### src/rtl/rsa_fifo_pkg.sv
// Shared FIFO constants and helpers for the RSA datapath FIFOs
// (LFSR feeder, primality-tester queues and the generic param_fifo).
package rsa_fifo_pkg;

    localparam int unsigned DEF_DATA_W = 32'd32;
    localparam int unsigned DEF_DEPTH  = 32'd16;

    // Occupancy counter width: must be able to hold the value DEPTH itself.
    function automatic int unsigned count_w(input int unsigned depth);
        return $clog2(depth) + 32'd1;
    endfunction

endpackage

### src/rtl/fifo_mem.sv
// FIFO storage: synchronous write port, asynchronous read port, no reset.
module fifo_mem #(
    parameter int DATA_W = 32,
    parameter int DEPTH  = 16,
    parameter int AW     = $clog2(DEPTH)
) (
    input  logic              clk,
    input  logic              we,
    input  logic [AW-1:0]     waddr,
    input  logic [DATA_W-1:0] wdata,
    input  logic [AW-1:0]     raddr,
    output logic [DATA_W-1:0] rdata
);

    logic [DATA_W-1:0] mem_r [DEPTH];

    // Write port: content is deliberately left unreset.
    always_ff @(posedge clk) begin
        if (we) begin
            mem_r[waddr] <= wdata;
        end
    end

    assign rdata = mem_r[raddr];

endmodule

### src/rtl/param_fifo.sv
// Parameterised synchronous FIFO with status flags, sticky error flags and
// selectable registered-read or first-word-fall-through output.
module param_fifo
    import rsa_fifo_pkg::*;
#(
    parameter int DATA_W = DEF_DATA_W,
    parameter int DEPTH  = DEF_DEPTH,
    parameter int AF_LVL = DEPTH - 4,
    parameter int AE_LVL = 4,
    parameter int FWFT   = 0
) (
    input  logic                     clk,
    input  logic                     reset_n,
    input  logic [DATA_W-1:0]        data_in,
    input  logic                     write,
    input  logic                     read,
    input  logic                     err_clr,
    output logic [DATA_W-1:0]        data_out,
    output logic                     data_valid,
    output logic                     fifo_full,
    output logic                     fifo_empty,
    output logic                     almost_full,
    output logic                     almost_empty,
    output logic [$clog2(DEPTH):0]   data_count,
    output logic                     overflow,
    output logic                     underflow
);

    localparam int AW = $clog2(DEPTH);
    localparam int CW = count_w(DEPTH);

    localparam logic [CW-1:0] DEPTH_C = CW'(DEPTH);
    localparam logic [CW-1:0] AF_C    = CW'(AF_LVL);
    localparam logic [CW-1:0] AE_C    = CW'(AE_LVL);
    localparam logic [AW-1:0] PTR_ONE = AW'(1);
    localparam logic [CW-1:0] CNT_ONE = CW'(1);

    // Reject illegal geometry while elaborating rather than misbehaving in silicon.
    if ((DEPTH < 2) || ((DEPTH & (DEPTH - 1)) != 0) ||
        (AE_LVL >= AF_LVL) || (AF_LVL > DEPTH)) begin : g_param_err
        $error("param_fifo: illegal parameters DEPTH=%0d AF_LVL=%0d AE_LVL=%0d",
               DEPTH, AF_LVL, AE_LVL);
    end

    logic [AW-1:0]     wr_ptr_r;
    logic [AW-1:0]     rd_ptr_r;
    logic [CW-1:0]     count_r;
    logic              overflow_r;
    logic              underflow_r;
    logic              rd_acc_s;
    logic              wr_acc_s;
    logic [DATA_W-1:0] rdata_s;

    // Status flags decode straight from the registered occupancy.
    assign fifo_full    = (count_r == DEPTH_C);
    assign fifo_empty   = (count_r == {CW{1'b0}});
    assign almost_full  = (count_r >= AF_C);
    assign almost_empty = (count_r <= AE_C);
    assign data_count   = count_r;
    assign overflow     = overflow_r;
    assign underflow    = underflow_r;

    // A read frees a slot in the same cycle, so a write on full still lands.
    assign rd_acc_s = read && !fifo_empty;
    assign wr_acc_s = write && (!fifo_full || rd_acc_s);

    fifo_mem #(
        .DATA_W (DATA_W),
        .DEPTH  (DEPTH),
        .AW     (AW)
    ) u_mem (
        .clk    (clk),
        .we     (wr_acc_s),
        .waddr  (wr_ptr_r),
        .wdata  (data_in),
        .raddr  (rd_ptr_r),
        .rdata  (rdata_s)
    );

    // Pointers roll over naturally; DEPTH is a power of two.
    always_ff @(posedge clk or negedge reset_n) begin
        if (!reset_n) begin
            wr_ptr_r <= {AW{1'b0}};
            rd_ptr_r <= {AW{1'b0}};
        end else begin
            if (wr_acc_s) begin
                wr_ptr_r <= wr_ptr_r + PTR_ONE;
            end
            if (rd_acc_s) begin
                rd_ptr_r <= rd_ptr_r + PTR_ONE;
            end
        end
    end

    // Occupancy moves only when exactly one side is accepted.
    always_ff @(posedge clk or negedge reset_n) begin
        if (!reset_n) begin
            count_r <= {CW{1'b0}};
        end else begin
            case ({wr_acc_s, rd_acc_s})
                2'b10:   count_r <= count_r + CNT_ONE;
                2'b01:   count_r <= count_r - CNT_ONE;
                default: count_r <= count_r;
            endcase
        end
    end

    // Sticky error flags; a fresh error in the clearing cycle takes priority.
    always_ff @(posedge clk or negedge reset_n) begin
        if (!reset_n) begin
            overflow_r  <= 1'b0;
            underflow_r <= 1'b0;
        end else begin
            if (write && !wr_acc_s) begin
                overflow_r <= 1'b1;
            end else if (err_clr) begin
                overflow_r <= 1'b0;
            end else begin
                overflow_r <= overflow_r;
            end
            if (read && fifo_empty) begin
                underflow_r <= 1'b1;
            end else if (err_clr) begin
                underflow_r <= 1'b0;
            end else begin
                underflow_r <= underflow_r;
            end
        end
    end

    if (FWFT != 0) begin : g_fwft
        // Head entry falls through whenever the FIFO holds data; zero otherwise.
        always_comb begin
            data_out   = {DATA_W{1'b0}};
            data_valid = 1'b0;
            if (!fifo_empty) begin
                data_out   = rdata_s;
                data_valid = 1'b1;
            end else begin
                data_out   = {DATA_W{1'b0}};
                data_valid = 1'b0;
            end
        end
    end else begin : g_reg_read
        logic [DATA_W-1:0] data_out_r;
        logic              data_valid_r;

        // Registered read: capture the head on an accepted read, else hold.
        always_ff @(posedge clk or negedge reset_n) begin
            if (!reset_n) begin
                data_out_r   <= {DATA_W{1'b0}};
                data_valid_r <= 1'b0;
            end else begin
                data_valid_r <= rd_acc_s;
                if (rd_acc_s) begin
                    data_out_r <= rdata_s;
                end else begin
                    data_out_r <= data_out_r;
                end
            end
        end

        assign data_out   = data_out_r;
        assign data_valid = data_valid_r;
    end

endmodule

### config.mk
export PLATFORM = sky130hd
export DESIGN_NAME = param_fifo
export DESIGN_NICKNAME = d
export VERILOG_FILES = /design/src/rtl/rsa_fifo_pkg.sv /design/src/rtl/fifo_mem.sv /design/src/rtl/param_fifo.sv
export SDC_FILE = /design/constraint.sdc
export NUM_CORES = 1
export LEC_CHECK = 0
export CAP_MARGIN = 20
export CELL_PAD_IN_SITES_DETAIL_PLACEMENT = 1
export CELL_PAD_IN_SITES_GLOBAL_PLACEMENT = 2
export CORE_MARGIN = 2
export CORE_UTILIZATION = 52
export DETAILED_ROUTE_END_ITERATION = 16
export GPL_ROUTABILITY_DRIVEN = 1
export PLACE_DENSITY = 0.95
export REMOVE_ABC_BUFFERS = 1
export SLEW_MARGIN = 5
export SYNTH_ARGS = -nofsm -noshare
export SYNTH_HDL_FRONTEND = slang
export SYNTH_SLANG_ARGS = --single-unit
### constraint.sdc
create_clock -name clk -period 8.8 [get_ports clk]
set_clock_uncertainty 0.2 [all_clocks]
set_input_delay 1.32 -clock clk [delete_from_list [all_inputs] [get_ports clk]]
set_output_delay 1.32 -clock clk [all_outputs]
set_load 0.005 [all_outputs]
# Yosys cells after proc, flatten, opt, wreduce, memory -nomap -nowiden

Memories as Yosys holds them, arrays and structs flattened. A register that Yosys moved wholly into a read port is not among the register bits.
Cells that the tools add are included.

$add $sub $neg: 4
Magnitude comparators: 2
Eq/ne operators: 3
Mux-type cells: 6
Reduce and logical (&&, ||, !) cells: 13

Operators by type and width:

| operator                                             | count |
|---|---|
| case mux 5 bit (2 select lines)                      | 1 |
| adder 4 x 1 -> 4 bit (second input constant)         | 2 |
| nonzero test 2 bit                                   | 3 |
| adder 5 x 1 -> 5 bit (second input constant)         | 1 |
| == test 5 bit (second input constant)                | 1 |
| >= comparator 5 x 4 -> 1 bit (second input constant) | 1 |
| <= comparator 5 x 3 -> 1 bit (second input constant) | 1 |
| logical NOT 5 bit                                    | 1 |
| two-way mux 1 bit                                    | 5 |
| subtractor 5 x 1 -> 5 bit (second input constant)    | 1 |
| logical AND 1 bit                                    | 4 |
| logical NOT 1 bit                                    | 4 |
| == test 2 x 1 -> 1 bit (second input constant)       | 1 |
| == test 2 bit (second input constant)                | 1 |
| logical OR 1 bit                                     | 1 |

Register bits after elaboration: 16
RAM bits: 512
Bits of input ports: 37
Output and inout port bits: 44
Logic and storage cells: 35
Memories: 1

Memory list:

| memory      | depth | bits a word | rd ports | clocked after Yosys merged registers in | write ports | line           | text |
|---|---|---|---|---|---|---|---|
| u_mem.mem_r | 16    | 32          | 1        | 1                                       | 1           | fifo_mem.sv:15 | `logic [DATA_W-1:0] mem_r [DEPTH];` |

# Logic depth before layout (Yosys ltp)

Gate-level depths: netlist (run 1).

Depth after elaboration: 8
Mapped depth: 9
Gate-level depth less buffers: 8

# Cells and area by module

A second synthesis (run 1) with hierarchy kept.

Cells, all modules: 956
Area total of the unflattened synthesis: 21325.5 sq um

By module, submodules not included:

| module     | instances | cells each | area each (sq um) | seq. area each (sq um) |
|---|---|---|---|---|
| fifo_mem   | 1         | 806        | 19213.4           | 15374.7 |
| param_fifo | 1         | 150        | 2112.0            | 1201.2 |

# Worst setup path before layout (run 1)

Ideal clock, no wire load.

Path kind: input to register
Start point: input write
End point: memory u_mem.mem_r[3][0] (enable)
Library setup time: 0.502 ns
Arrival: 4.827 ns
Data required time: 8.098 ns
Slack: 3.271 ns
Stages on the path: 3
Path buffers: 1
Cell sequence: clkbuf_1 -> o21ai_1 -> nor4_1

Word-level cells in the longest chain between the ends: 3

RTL lines:

| what                                    | line             | text |
|---|---|---|
| from (decl)                             | param_fifo.sv:15 | `input logic write,` |
| logical AND 1 bit                       | param_fifo.sv:65 | `assign wr_acc_s = write && (!fifo_full \|\| rd_acc_s);` |
| two-way mux 1 bit                       | fifo_mem.sv:19   | `if (we) begin` |
| two-way mux 1 bit (implied by the code) | fifo_mem.sv:20   | `mem_r[waddr] <= wdata;` |
| to (decl)                               | fifo_mem.sv:15   |  |

No other way between the ends.

# Worst setup path in the final report (run 1)

Start point: register count_r[1] (netlist: data_count[1])
End point: output fifo_empty

Word-level cells in the longest chain between the ends: 1

RTL lines:

| what                   | line              | text |
|---|---|---|
| from (decl)            | param_fifo.sv:47  | `logic [CW-1:0] count_r;` |
| from (signal assigned) | param_fifo.sv:98  | `count_r <= {CW{1'b0}};` |
| from (signal assigned) | param_fifo.sv:101 | `2'b10: count_r <= count_r + CNT_ONE;` |
| from (signal assigned) | param_fifo.sv:102 | `2'b01: count_r <= count_r - CNT_ONE;` |
| logical NOT 5 bit      | param_fifo.sv:56  | `assign fifo_empty = (count_r == {CW{1'b0}});` |
| to (decl)              | param_fifo.sv:21  | `output logic fifo_empty,` |

No other way between the ends.

==> results.json, run 1 <==
{
  "crit_fanout": 7,
  "syn_area_per_cell_um2": 22.17,
  "criticalPathCategory": "reg2out",
  "final_nets": 1110,
  "drc": 0,
  "synthArstFlopShare_pct": 8.571,
  "layout_commonest_cell": "edfxtp_1",
  "synthCells": 961,
  "startpoint_type": "flop",
  "synth_compound_area_share_pct": 3.118,
  "vias": 10140,
  "drv_cap": 0,
  "clk_latency_ns": 0.60,
  "antenna-diode-count": 0,
  "holdBufCountCts": 0,
  "synth.largest_area_cell": "edfxtp_1",
  "syn_to_final_growth_pct": 15.57,
  "outcome": "finished, final reports clean",
  "wl_per_cell_um": 29.30,
  "yosysTopAreaCellShare_pct": 72.16,
  "numCtsBuffers": 55,
  "grt_setup_unrepaired": "no",
  "hold_viol": 0,
  "synthXorXnorAreaFrac_pct": 0.3700,
  "maxSlewHeadroom_pct": 25.00,
  "dp_hpwl_mm": 26.55,
  "netlist_area_um2": 21310,
  "ioPinCount": 81,
  "tightest_slew_ns": 1.125,
  "globalplace.congestion": 0.7586,
  "synthAdderAreaFrac_pct": 0.5638,
  "core_um2": 40650,
  "reg2reg_slack_ns": 5.51,
  "drive_gt1_share_pct": 26.06,
  "ys_seq_area_share_pct": 77.80,
  "cp.required_ns": 7.28,
  "antenna_found_initial": 0,
  "synth-main-ff-cell": "edfxtp_1",
  "setup_tns_ns": 0,
  "ys_ff_latch": 560,
  "crit_arrival_ns": 2.49,
  "grt_pass1_vias": 11240,
  "endpoint_kind": "output pin",
  "cts_setup_buffers": 0,
  "ant_nets": 0,
  "path_clk_slew_ns": 0.06,
  "grtUsageTotal_pct": 23.86,
  "synth_top_family_by_area": "multiplexers",
  "first_pass_iters": 5,
  "rows": 74,
  "dieArea_um2": 42610,
  "first_iter_violations": 755,
  "layout_common_cells": "512 x edfxtp_1, 128 x mux4_2, 79 x clkdlybuf4s50_1",
  "power_density_nw_per_um2": 323.7,
  "synth_edf_count": 512,
  "grt-ovfl-total": 0,
  "numClockSinks": 560,
  "final_core_util_pct": 60.58,
  "yosys-top-cells-area": "edfxtp_1 72%, mux4_2 14%, dfrtp_1 5.6%",
  "synth.yosys.warnings": 0,
  "cts_resized": 0,
  "die_w_um": 206.4,
  "place_area_um2": 22740,
  "fmax_mhz": 249.6,
  "grt_pass1_wl_mm": 72.88,
  "hp-class": "reg2reg",
  "htreeDepth": 2,
  "ys_types": 38,
  "p_leak_uw": 0.007837,
  "irDropWorstVdd_mv": 0.1759,
  "setup_violations": 0,
  "synthMuxAreaShare_pct": 15.57,
  "port_buffers": 80,
  "period_share_pct": 45.53,
  "clk_path_buf_depth": 3,
  "slew_viol_final": 0,
  "synth-simple-area-share_pct": 1.063,
  "cts_tree": "built",
  "finalCriticalPeriod_ns": 4.006,
  "die_h_um": 206.4,
  "start_util_pct": 52.42,
  "fin_area_um2": 24620,
  "cts.root.buffer_cell": "clkbuf_16",
  "drt-total-wl_mm": 48.08,
  "routed_via_density": 6.179,
  "grt_max_degree": 71
}
synth_stat cells, drive strengths merged (2+ instances only):
master / number
nand2: 7
and2: 9
nand4: 2
a21oi: 35
dfrtp: 48
o22ai: 64
nand3: 2
clkbuf: 19
nor2: 6
ha: 8
inv: 10
mux4: 128
nor4: 6
a21o: 2
o21ai: 3
edfxtp: 512
mux2: 36
buf: 36
nor3b: 2
nor3: 2
o211ai: 2
nand2b: 2
xnor2: 7
mux2i: 3
xor2: 2
o21a: 2
flip-flops by register name, summed over array words and instances (netlist names):
register,flops
rd_ptr_r,4
u_mem.mem_r,512
underflow,1
data_count,5
overflow,1
data_out,32
data_valid,1
wr_ptr_r,4
metal layers:
| layer | GRT usage (%) | routed length, µm | share of wire [%] |
|---|---|---|---|
| met1 | 31.52 | 18920 | 39 |
| met2 | 40.72 | 25400 | 53 |
| met3 | 3.453 | 2467 | 5.1 |
| met4 | 8.673 | 1290 | 2.7 |
| met5 | 0 | 0 | 0 |
power breakdown:
part	total [µW]	internal (µW)	switching [µW]	leakage, µW
Sequential	3530	3260	269	0.00516
Clock	2340	1360	981	0.000865
Combinational	2100	1070	1030	0.00181
worst paths after layout:
| check | from | end | depth (start not counted) |
|---|---|---|---|
| setup / recovery | data_count[1]$_DFFE_PN0P_ | fifo_empty | 3 |
| hold / removal | overflow$_DFFE_PN0P_ | overflow$_DFFE_PN0P_ | 2 |
| setup reg to reg | rd_ptr_r[2]$_DFFE_PN0P_ | data_out[10]$_DFFE_PN0P_ | 6 |
| hold reg to reg | overflow$_DFFE_PN0P_ | overflow$_DFFE_PN0P_ | 2 |
| max in group asynchronous | reset_n | rd_ptr_r[3]$_DFFE_PN0P_ | 2 |
| min in group asynchronous | reset_n | underflow$_DFFE_PN0P_ | 2 |
worst max-delay path, cell delays in order, from the launching register on:
cell             delay (ns)
dfrtp_1                0.48
or4_4                  0.65
nor2_1                 0.22
clkdlybuf4s50_1        0.55
cells by family (layout without fill, tap and decap cells):
family | count (synthesis) | after routing
DFF | 560 | 560
muxes | 167 | 167
AOI/OAI and AO/OA | 110 | 110
buffers and inverters | 65 | 213
and+or+nand+nor | 41 | 41
adders and majority gates | 9 | 9
xor gates and xnor gates | 9 | 9
stage by stage:
stage	total power [µW]	hold WS (ns)	worst slack, ns	std cells
floorplan	5025	0.3078	2.391	906
global placement	5535	0.3106	4.499	1533
detailed placement	5666	0.3208	4.352	1535
CTS	8026	0.3308	4.759	1637
global route	8299	0.3697	4.695	1641
finish	7970	0.3250	4.794	1641
cell type report:
cell class | count | area [µm²]
inverter | 10 | 37.54
fill | 3343 | 16020
tap | 532 | 665.6
clock inverter | 34 | 319.1
timing repair buffer | 101 | 1059
clock buffer | 68 | 1468
multi-input combinational | 336 | 4489
sequential | 560 | 16580
(Power assumes the default switching activity.)
==> inputs of run 2 (changes only) <==
CORE_UTILIZATION = 48   (was 52)
PLACE_DENSITY = 0.89   (was 0.95)
clock period = 3.8 ns   (was 8.8 ns; I/O delays follow)
==> run 2 against run 1 <==
Sequential cell count stayed put. Largest cell class unchanged. Global-route usage down 2.5 points. Total power increased by 130%.
==> results.json, run 2 (synthesis gave the netlist of run 1 again) <==
{
  "outcome": "finished, final reports clean",
  "critPathSlowestCell": "or4_4",
  "path_clk_slew_ns": 0.06,
  "core_um2": 44030,
  "cts_tree": "built",
  "criticalPathCategory": "reg2out",
  "period_share_pct": 84.58,
  "grt-ovfl-total": 0,
  "largest-register": "u_mem.mem_r",
  "port_buffers": 80,
  "cp_cell_sequence": "or4_4 > nor2_1 > clkdlybuf4s50_1",
  "ant_nets": 0,
  "drive_gt1_share_pct": 26.47,
  "endpoint_kind": "output pin",
  "ioPinCount": 81,
  "syn_to_final_growth_pct": 16.45,
  "layout_common_cells": "512 x edfxtp_1, 128 x mux4_2, 79 x clkdlybuf4s50_1",
  "maxSlewHeadroom_pct": 26.68,
  "p_int_uw": 13340,
  "numClockSinks": 560,
  "grt_pass1_wl_mm": 72.78,
  "vias": 10120,
  "cts_resized": 0,
  "globalplace.congestion": 0.7350,
  "power_density_nw_per_um2": 748.3,
  "die_w_um": 214.7,
  "drt-total-wl_mm": 47.88,
  "numCtsBuffers": 55,
  "first_pass_iters": 5,
  "tightest_slew_ns": 1.100,
  "dp_hpwl_mm": 27.08,
  "crit_arrival_ns": 2.44,
  "slew_viol_final": 0,
  "crit_fanout": 7,
  "irDropWorstVdd_mv": 0.3889,
  "reg2reg_slack_ns": 0.66,
  "grtUsageTotal_pct": 21.34,
  "seq_power_share_pct": 43.8,
  "grt_pass1_vias": 11260,
  "first_iter_violations": 927,
  "p_leak_uw": 0.007921,
  "place_area_um2": 22960,
  "switching_share_pct": 28.12,
  "slowest_delay_ns": 0.64,
  "finalCriticalPeriod_ns": 3.214,
  "cts_setup_buffers": 0,
  "hold_viol": 0,
  "die_h_um": 214.7,
  "final_core_util_pct": 56.35,
  "layout_commonest_cell": "edfxtp_1",
  "hp-class": "in2async",
  "fmax_mhz": 311.1,
  "start_util_pct": 48.39,
  "clk_path_buf_depth": 3,
  "startpoint_type": "flop",
  "largest_reg_flops": 512,
  "grt_max_degree": 51,
  "antenna_found_initial": 1,
  "routed_via_density": 5.904,
  "fin_area_um2": 24810,
  "clk_latency_ns": 0.60,
  "setup_violations": 0,
  "combPwrFrac_pct": 26.8,
  "antenna-diode-count": 0,
  "drv_cap": 0,
  "switching_power_uw": 5222,
  "wl_per_cell_um": 27.93,
  "cts.root.buffer_cell": "clkbuf_16",
  "drc": 0,
  "dieArea_um2": 46090,
  "cp.required_ns": 3.03,
  "final_nets": 1125,
  "grt_setup_unrepaired": "no",
  "rows": 77,
  "htreeDepth": 2,
  "holdBufCountCts": 1,
  "power_frac_clock_pct": 29.4
}
[run 2: cell types whose count changed in the layout (fill, tap and decap cells not counted), sizes merged]
cell and change:
clkinv -3, clkbuf +5, clkinvlp -5, buf +14, dlygate4sd3 +1, bufinv +1
[run 2: through the flow]
step / worst slack (ns) / total power [µW] / hold slack (ns) / TNS [ns] / instances
after floorplan: -2.609 / 11380 / 0.07441 / -188.81 / 906
after global placement: 0.5544 / 12990 / 0.3067 / 0 / 1611
after detailed placement: 0.3218 / 13230 / 0.3064 / 0 / 1611
after CTS: 0.5509 / 18740 / 0.2704 / 0 / 1712
after global routing: 0.4734 / 19340 / 0.3052 / 0 / 1714
final: 0.5860 / 18570 / 0.2818 / 0 / 1714
[run 2: area by class of cell]
class                      count  area [µm²]
fill                        3744       19220
sequential                   560       16580
multi-input combinational    336        4489
clock buffer                  73        1506
timing repair buffer         116        1156
tap                          592       740.7
clock inverter                27       295.3
inverter                      10       37.54
[run 2: path summary, 6_finish.rpt]
path,startpoint,to,cells after the start
setup / recovery,data_count[1]$_DFFE_PN0P_,fifo_empty,3
hold / removal,reset_n,data_out[27]$_DFFE_PN0P_,2
setup reg to reg,data_count[1]$_DFFE_PN0P_,data_count[4]$_DFFE_PN0P_,8
hold reg to reg,overflow$_DFFE_PN0P_,overflow$_DFFE_PN0P_,2
max in group asynchronous,reset_n,data_out[24]$_DFFE_PN0P_,3
min in group clk,overflow$_DFFE_PN0P_,overflow$_DFFE_PN0P_,2
[run 2: power groups by stage]
stage	Clock (µW)	Sequential, µW	Combinational (µW)
after floorplan	0	8400	2980
after global placement	0	8180	4800
after detailed placement	0	8250	4980
after CTS	5540	8150	5050
after global routing	5760	8220	5360
final	5460	8140	4970
[run 2: metal layers]
| layer | global-route usage, % | up-vias | share of wire [%] |
|---|---|---|---|
| li1 | - | 4277 | - |
| met3 | 3.929 | 91 | 4.8 |
| met4 | 7.292 | 0 | 2.8 |
| met1 | 27.95 | 5469 | 40 |
| met5 | 0 | - | 0 |
| met2 | 36.25 | 282 | 52 |
[run 2: worst max-delay path, delay by kind of cell, from the launching register on]
family / cells / cell delay [ns]
buf+inv: 1 / 0.56
simple gates: 2 / 0.83
flops: 1 / 0.47
==> inputs of run 3 (changes only) <==
CORE_UTILIZATION = 44   (was 48)
PLACE_DENSITY = 0.87   (was 0.89)
clock period = 2.6 ns   (was 3.8 ns; I/O delays follow)
==> run 3 against run 2 <==
The run now ends with negative setup slack left. Non-clock buffer count increased by 51. Die area is 8.9% higher. Via count up 5.1%. Sequential power is 43% higher. First-iteration DRC count rose by 9.8%. Critical endpoint is now data_count[4]$_DFFE_PN0P_.
==> results.json, run 3 (synthesis gave the netlist of run 1 again) <==
{
  "finalNonFillerCells": 1790,
  "setup_violations": 2,
  "regArea_um2": 16580,
  "slowest_delay_ns": 0.57,
  "grt_max_degree": 46,
  "grt_pass1_wl_mm": 80.58,
  "die_h_um": 224.1,
  "switching_power_uw": 8302,
  "layout_commonest_cell": "edfxtp_1",
  "wl_per_cell_um": 30.10,
  "dp_hpwl_mm": 32.59,
  "port_buffers": 80,
  "endpoint_kind": "flop",
  "crit_fanout": 3,
  "cts.root.buffer_cell": "clkbuf_16",
  "grt_setup_unrepaired": "yes",
  "multi_input_area_um2": 4531,
  "antenna_found_initial": 1,
  "hp-class": "in2reg",
  "crit_arrival_ns": 2.98,
  "hold_viol": 0,
  "fin_area_um2": 25730,
  "criticalPathCategory": "reg2reg",
  "r2r_cells": 9,
  "largest_reg_flops": 512,
  "outcome": "finished, violations left",
  "rows": 80,
  "maxSlewHeadroom_pct": 34.47,
  "cts_tree": "built",
  "ioPinCount": 81,
  "grt_pass1_vias": 11880,
  "clk_path_buf_depth": 3,
  "switching_share_pct": 28.99,
  "globalplace.congestion": 0.7514,
  "finalCriticalPeriod_ns": 2.696,
  "numClockSinks": 560,
  "cp.required_ns": 2.88,
  "largest-register": "u_mem.mem_r",
  "dieArea_um2": 50200,
  "setup_ws_ns": -0.09577,
  "placed_cells": 1685,
  "seq_power_share_pct": 40.7,
  "first_iter_violations": 1018,
  "period_share_pct": 103.7,
  "slew_viol_final": 0,
  "power_density_nw_per_um2": 1113,
  "die_w_um": 224.1,
  "vias": 10640,
  "irDropWorstVdd_mv": 0.6685,
  "first_pass_iters": 5,
  "drc": 0,
  "critPathSlowestCell": "or4_4",
  "ant_nets": 0,
  "core_um2": 47750,
  "power_frac_clock_pct": 29.6,
  "holdPathStages": 2,
  "grt-ovfl-total": 0,
  "htreeDepth": 2,
  "start_util_pct": 44.62,
  "p_int_uw": 20330,
  "fillers": 4079,
  "numCtsBuffers": 55,
  "pre_cts_ws_ns": -0.2061,
  "combPwrFrac_pct": 29.8,
  "path_clk_slew_ns": 0.07,
  "routed_via_density": 5.941,
  "holdWs_ns": 0.1869,
  "drt-total-wl_mm": 53.87,
  "drv_cap": 0,
  "antenna-diode-count": 0,
  "cp_cell_sequence": "or4_4 > nor2_4 > nor3_2 > buf_4 > fa_2 > a21o_1 > a2111o_1 > o211ai_1 > nand3_1",
  "tightest_slew_ns": 0.9829,
  "final_nets": 1176,
  "clk_latency_ns": 0.61,
  "grtUsageTotal_pct": 22.22,
  "violations": "negative setup slack",
  "p_leak_uw": 0.008358,
  "drive_gt1_share_pct": 31.32,
  "fmax_mhz": 371.0,
  "place_area_um2": 23760,
  "final_core_util_pct": 53.90,
  "syn_to_final_growth_pct": 20.79,
  "layout_common_cells": "512 x edfxtp_1, 128 x mux4_2, 76 x clkdlybuf4s50_1",
  "startpoint_type": "flop"
}
[run 3: changes by cell type in the layout (fill, tap and decap cells not counted), sizes merged]
cell	delta
buf	+51
bufinv	+2
clkbuf	+5
clkdlybuf4s50	-3
clkinv	-7
dlygate4sd2	+2
inv	+3
[run 3: final cells by class]
class | instances | area share [%]
sequential | 560 | 64.44
multi-input combinational | 336 | 17.61
timing repair buffer | 167 | 7.361
clock buffer | 77 | 6.058
tap | 615 | 2.990
clock inverter | 25 | 1.395
inverter | 10 | 0.1459
[run 3: power by group through the flow]
stage / combinational [µW] / clock, µW / sequential [µW]
floorplan: 3840 / 0 / 12100
global placement: 8220 / 0 / 11700
detailed placement: 8530 / 0 / 11800
CTS: 8630 / 8590 / 11700
global route: 9070 / 8880 / 11700
finish: 8520 / 8470 / 11600
[run 3: metrics by stage]
stage | power, µW | setup TNS (ns)
4_1_cts | 28880 | -7.924
3_3_place_gp | 19940 | -42.46
2_1_floorplan | 15990 | -442.86
5_1_grt | 29690 | -0.3780
3_5_place_dp | 20330 | -55.16
6_report | 28630 | -0.1801
[run 3: repair_timing]
action	4_1_cts	5_1_grt
setup buffers	0	2
hold buffers	1	0
pin swaps	6	7
endpoints found under the hold margin	20	0
cloned	0	0
setup endpoints to repair	389	310
resized for setup	10	4
[run 3: worst paths after layout]
check / start / to / slack, ns
setup / recovery: data_count[1]$_DFFE_PN0P_ / data_count[4]$_DFFE_PN0P_ / -0.1
hold / removal: err_clr / underflow$_DFFE_PN0P_ / 0.19
setup reg to reg: data_count[1]$_DFFE_PN0P_ / data_count[4]$_DFFE_PN0P_ / -0.1
hold reg to reg: underflow$_DFFE_PN0P_ / underflow$_DFFE_PN0P_ / 0.33
max in group asynchronous: reset_n / rd_ptr_r[2]$_DFFE_PN0P_ / 1.30
min in group asynchronous: reset_n / data_out[27]$_DFFE_PN0P_ / 0.24
[run 3: critical path, delay by kind of cell (launching register included)]
family / cells / cell delay [ns]
and+or+nand+nor: 4 / 0.84
buffers and inverters: 1 / 0.14
AOI/OAI and AO/OA: 3 / 0.66
DFF: 1 / 0.38
adders and majority gates: 1 / 0.34
[run 3: routing by layer]
metal	vias up	GRT usage [%]	routed length, µm	part of all wire, %
li1	4386	-	-	-
met1	5734	27.64	20630	38
met2	398	38.19	28150	52
met3	115	3.633	2831	5.3
met4	2	10.58	2239	4.2
met5	-	0	13	0.024
==> RTL change: new RTL, config.mk and constraints of run 1 <==
`FWFT`: 0 -> 1.
--- a/src/rtl/param_fifo.sv
+++ b/src/rtl/param_fifo.sv
@@ -9,3 +9,3 @@
     parameter int AE_LVL = 4,
-    parameter int FWFT   = 0
+    parameter int FWFT   = 1
 ) (
Behaviour: not the same (a bounded check fails within 4 cycles, from zero or initial values and one cycle with reset_n low).
==> RTL change against run 1 <==
- die area decreased by 3.8%
- cell count is 4.6% lower
- synthesized area decreased by 3.8%
- fmax decreased by 25%
- sequential cell count shrank 33
- synthesized cell count fell by 7.4%
- routed wire length is 4.4% higher
- worst setup slack lost 1300 ps
- combinational power is 17% higher
- hold slack worse by 21 ps
- total power is 2.1% lower
- final area down 4.3%
- core utilization grew 0.26 points
==> RTL change: results (changes against run 1) <==
Setup path
  – R2R Path Start: data_count[2]
  – CP Data Arrival Time: 3810 ps (+1320 ps)
  – Worst setup startpoint: rd_ptr_r[0]
  – Worst path slowest cell: dfrtp_4
  – FF-to-FF path depth: 8 (+2)
  – Highest cell delay on the worst timing path: 880 ps (+230 ps)
  – Maximum net fanout on the critical path: 36 (+29)
  – Setup slack of the most critical reg-to-reg path: 5570 ps (+60 ps)
  – Capturing element of the worst setup path: data_out[27]
  – Kind of cell with the highest combined delay on the critical path: buffers and inverters
  – Reg2Reg Capture Point: data_count[4]

GRT
  – Initial antenna violation count: 0 (unchanged)
  – Global-route usage over all layers: 25.5% (+1.6 points)
  – Wire length of the first global-routing pass: 74600 µm (+2.4%)
  – Largest net degree at the start of global routing: 127 (+79%)
  – Via count of the first global-routing pass: 10872 (-3.2%)

Place
  – Post-detailed-placement cell area: 21900 µm² (-3.6%)
  – Half-perimeter wire length of the detailed placement result: 25100 µm (-5.5%)
  – Minimum setup slack after placement: 4020 ps (-337 ps)
  – Gp weighted congestion: 0.742 (-2.1%)

Drt
  – Total wire length after detailed routing: 50200 µm (+4.4%)
  – Number of design-rule violations left by the first detailed-router iteration: 1137 (+51%)
  – Total via count in the routed design: 9947 (-1.9%)

Pwr
  – Leakage power summed over all cells: 7.45 nW (-5.0%)
  – Peak supply drop: 0.273 mV (+55%)
  – Power dissipated by switching net loads: 0.00229 W (+0.43%)

Finish
  – Nets: 1051 (-5.3%)
  – Share of post-route cells with drive strength above 1: 27.0% (+0.97 points)

Clocking
  – Number of buffers created by CTS: 53 (-3.6%)
  – Post-CTS sizing: 0 (unchanged)
  – Clk_lat worst skew: 580 ps (-20 ps)
  – Htree depth: 2 (unchanged)

Synth
  – Top cells by area, synth: edfxtp_1, mux4_2, dfrtp_1
  – Yosys cell types: 43 (+13%)
  – Post-synthesis cell count: 890 (-7.4%)
  – Sequential-to-total area share from yosys stat: 76.9% (-0.92 points)
  – Fraction of registers with async set/reset: 2.85% (-5.7 points)
  – Synth top cells by count: edfxtp_1, mux4_2, mux2_2, a221o_1, nor2b_1

Run status
  – Run status: completed

Worst hold path
  – Hold wc startpoint: rd_ptr_r[3]
  – Hold Path End: rd_ptr_r[3]
  – Count of cells along the worst hold path: 1 (-1)

Timing
  – Relative slew margins: 25.7% (+0.65 points)
  – Final Cycle Share: 60.6% (+15 points)
RTL change: cell type report:
| class | instances | area (µm²) |
|---|---|---|
| Sequential cell | 527 | 15800 |
| Fill cell | 3168 | 15200 |
| Multi-Input combinational cell | 306 | 4470 |
| Clock buffer | 67 | 1420 |
| Timing Repair Buffer | 106 | 1010 |
| Tap cell | 518 | 648 |
| Clock inverter | 30 | 221 |
| Inverter | 11 | 41.3 |
RTL change: layer usage:
layer  GRT usage, %  share of wire, %
met5              0                 0
met4           9.28               2.7
met3           5.39               8.5
met2           43.4                52
met1           32.7                37
RTL change: cells by family (layout without fill, tap and decap cells):
| group | count (synthesis) | count (layout) | synth area share, % |
|---|---|---|---|
| AOI/OAI and AO/OA | 46 | 46 | 2.14 |
| adders and majority gates | 9 | 9 | 0.586 |
| xor gates and xnor gates | 9 | 9 | 0.385 |
| DFF | 527 | 527 | 76.9 |
| and+or+nand+nor | 76 | 76 | 2.19 |
| buffers and inverters | 57 | 214 | 1.66 |
| muxes | 166 | 166 | 16.1 |
RTL change: worst reg2reg max path: stages, from the launching register on:
cell      delay [ps]
dfrtp_1          460
or4_1            730
o21ai_4          280
nor2_1           150
fa_1             430
a21o_1           200
a21oi_1          320
mux2i_1          230
o211ai_1         100
RTL change: power by group through the flow:
stage / combinational [W] / sequential [W] / clock, W
final: 0.00245 / 0.00320 / 0.00215
after global routing: 0.00260 / 0.00323 / 0.00227
after CTS: 0.00248 / 0.00321 / 0.00219
after detailed placement: 0.00242 / 0.00325 / 0
after global placement: 0.00235 / 0.00322 / 0
after floorplan: 0.00141 / 0.00338 / 0
RTL change: per-stage QoR:
stage               hold slack [ps]  cells
floorplan                       308    844
global placement                300   1468
detailed placement              299   1468
CTS                             309   1565
global route                    333   1565
finish                          304   1565
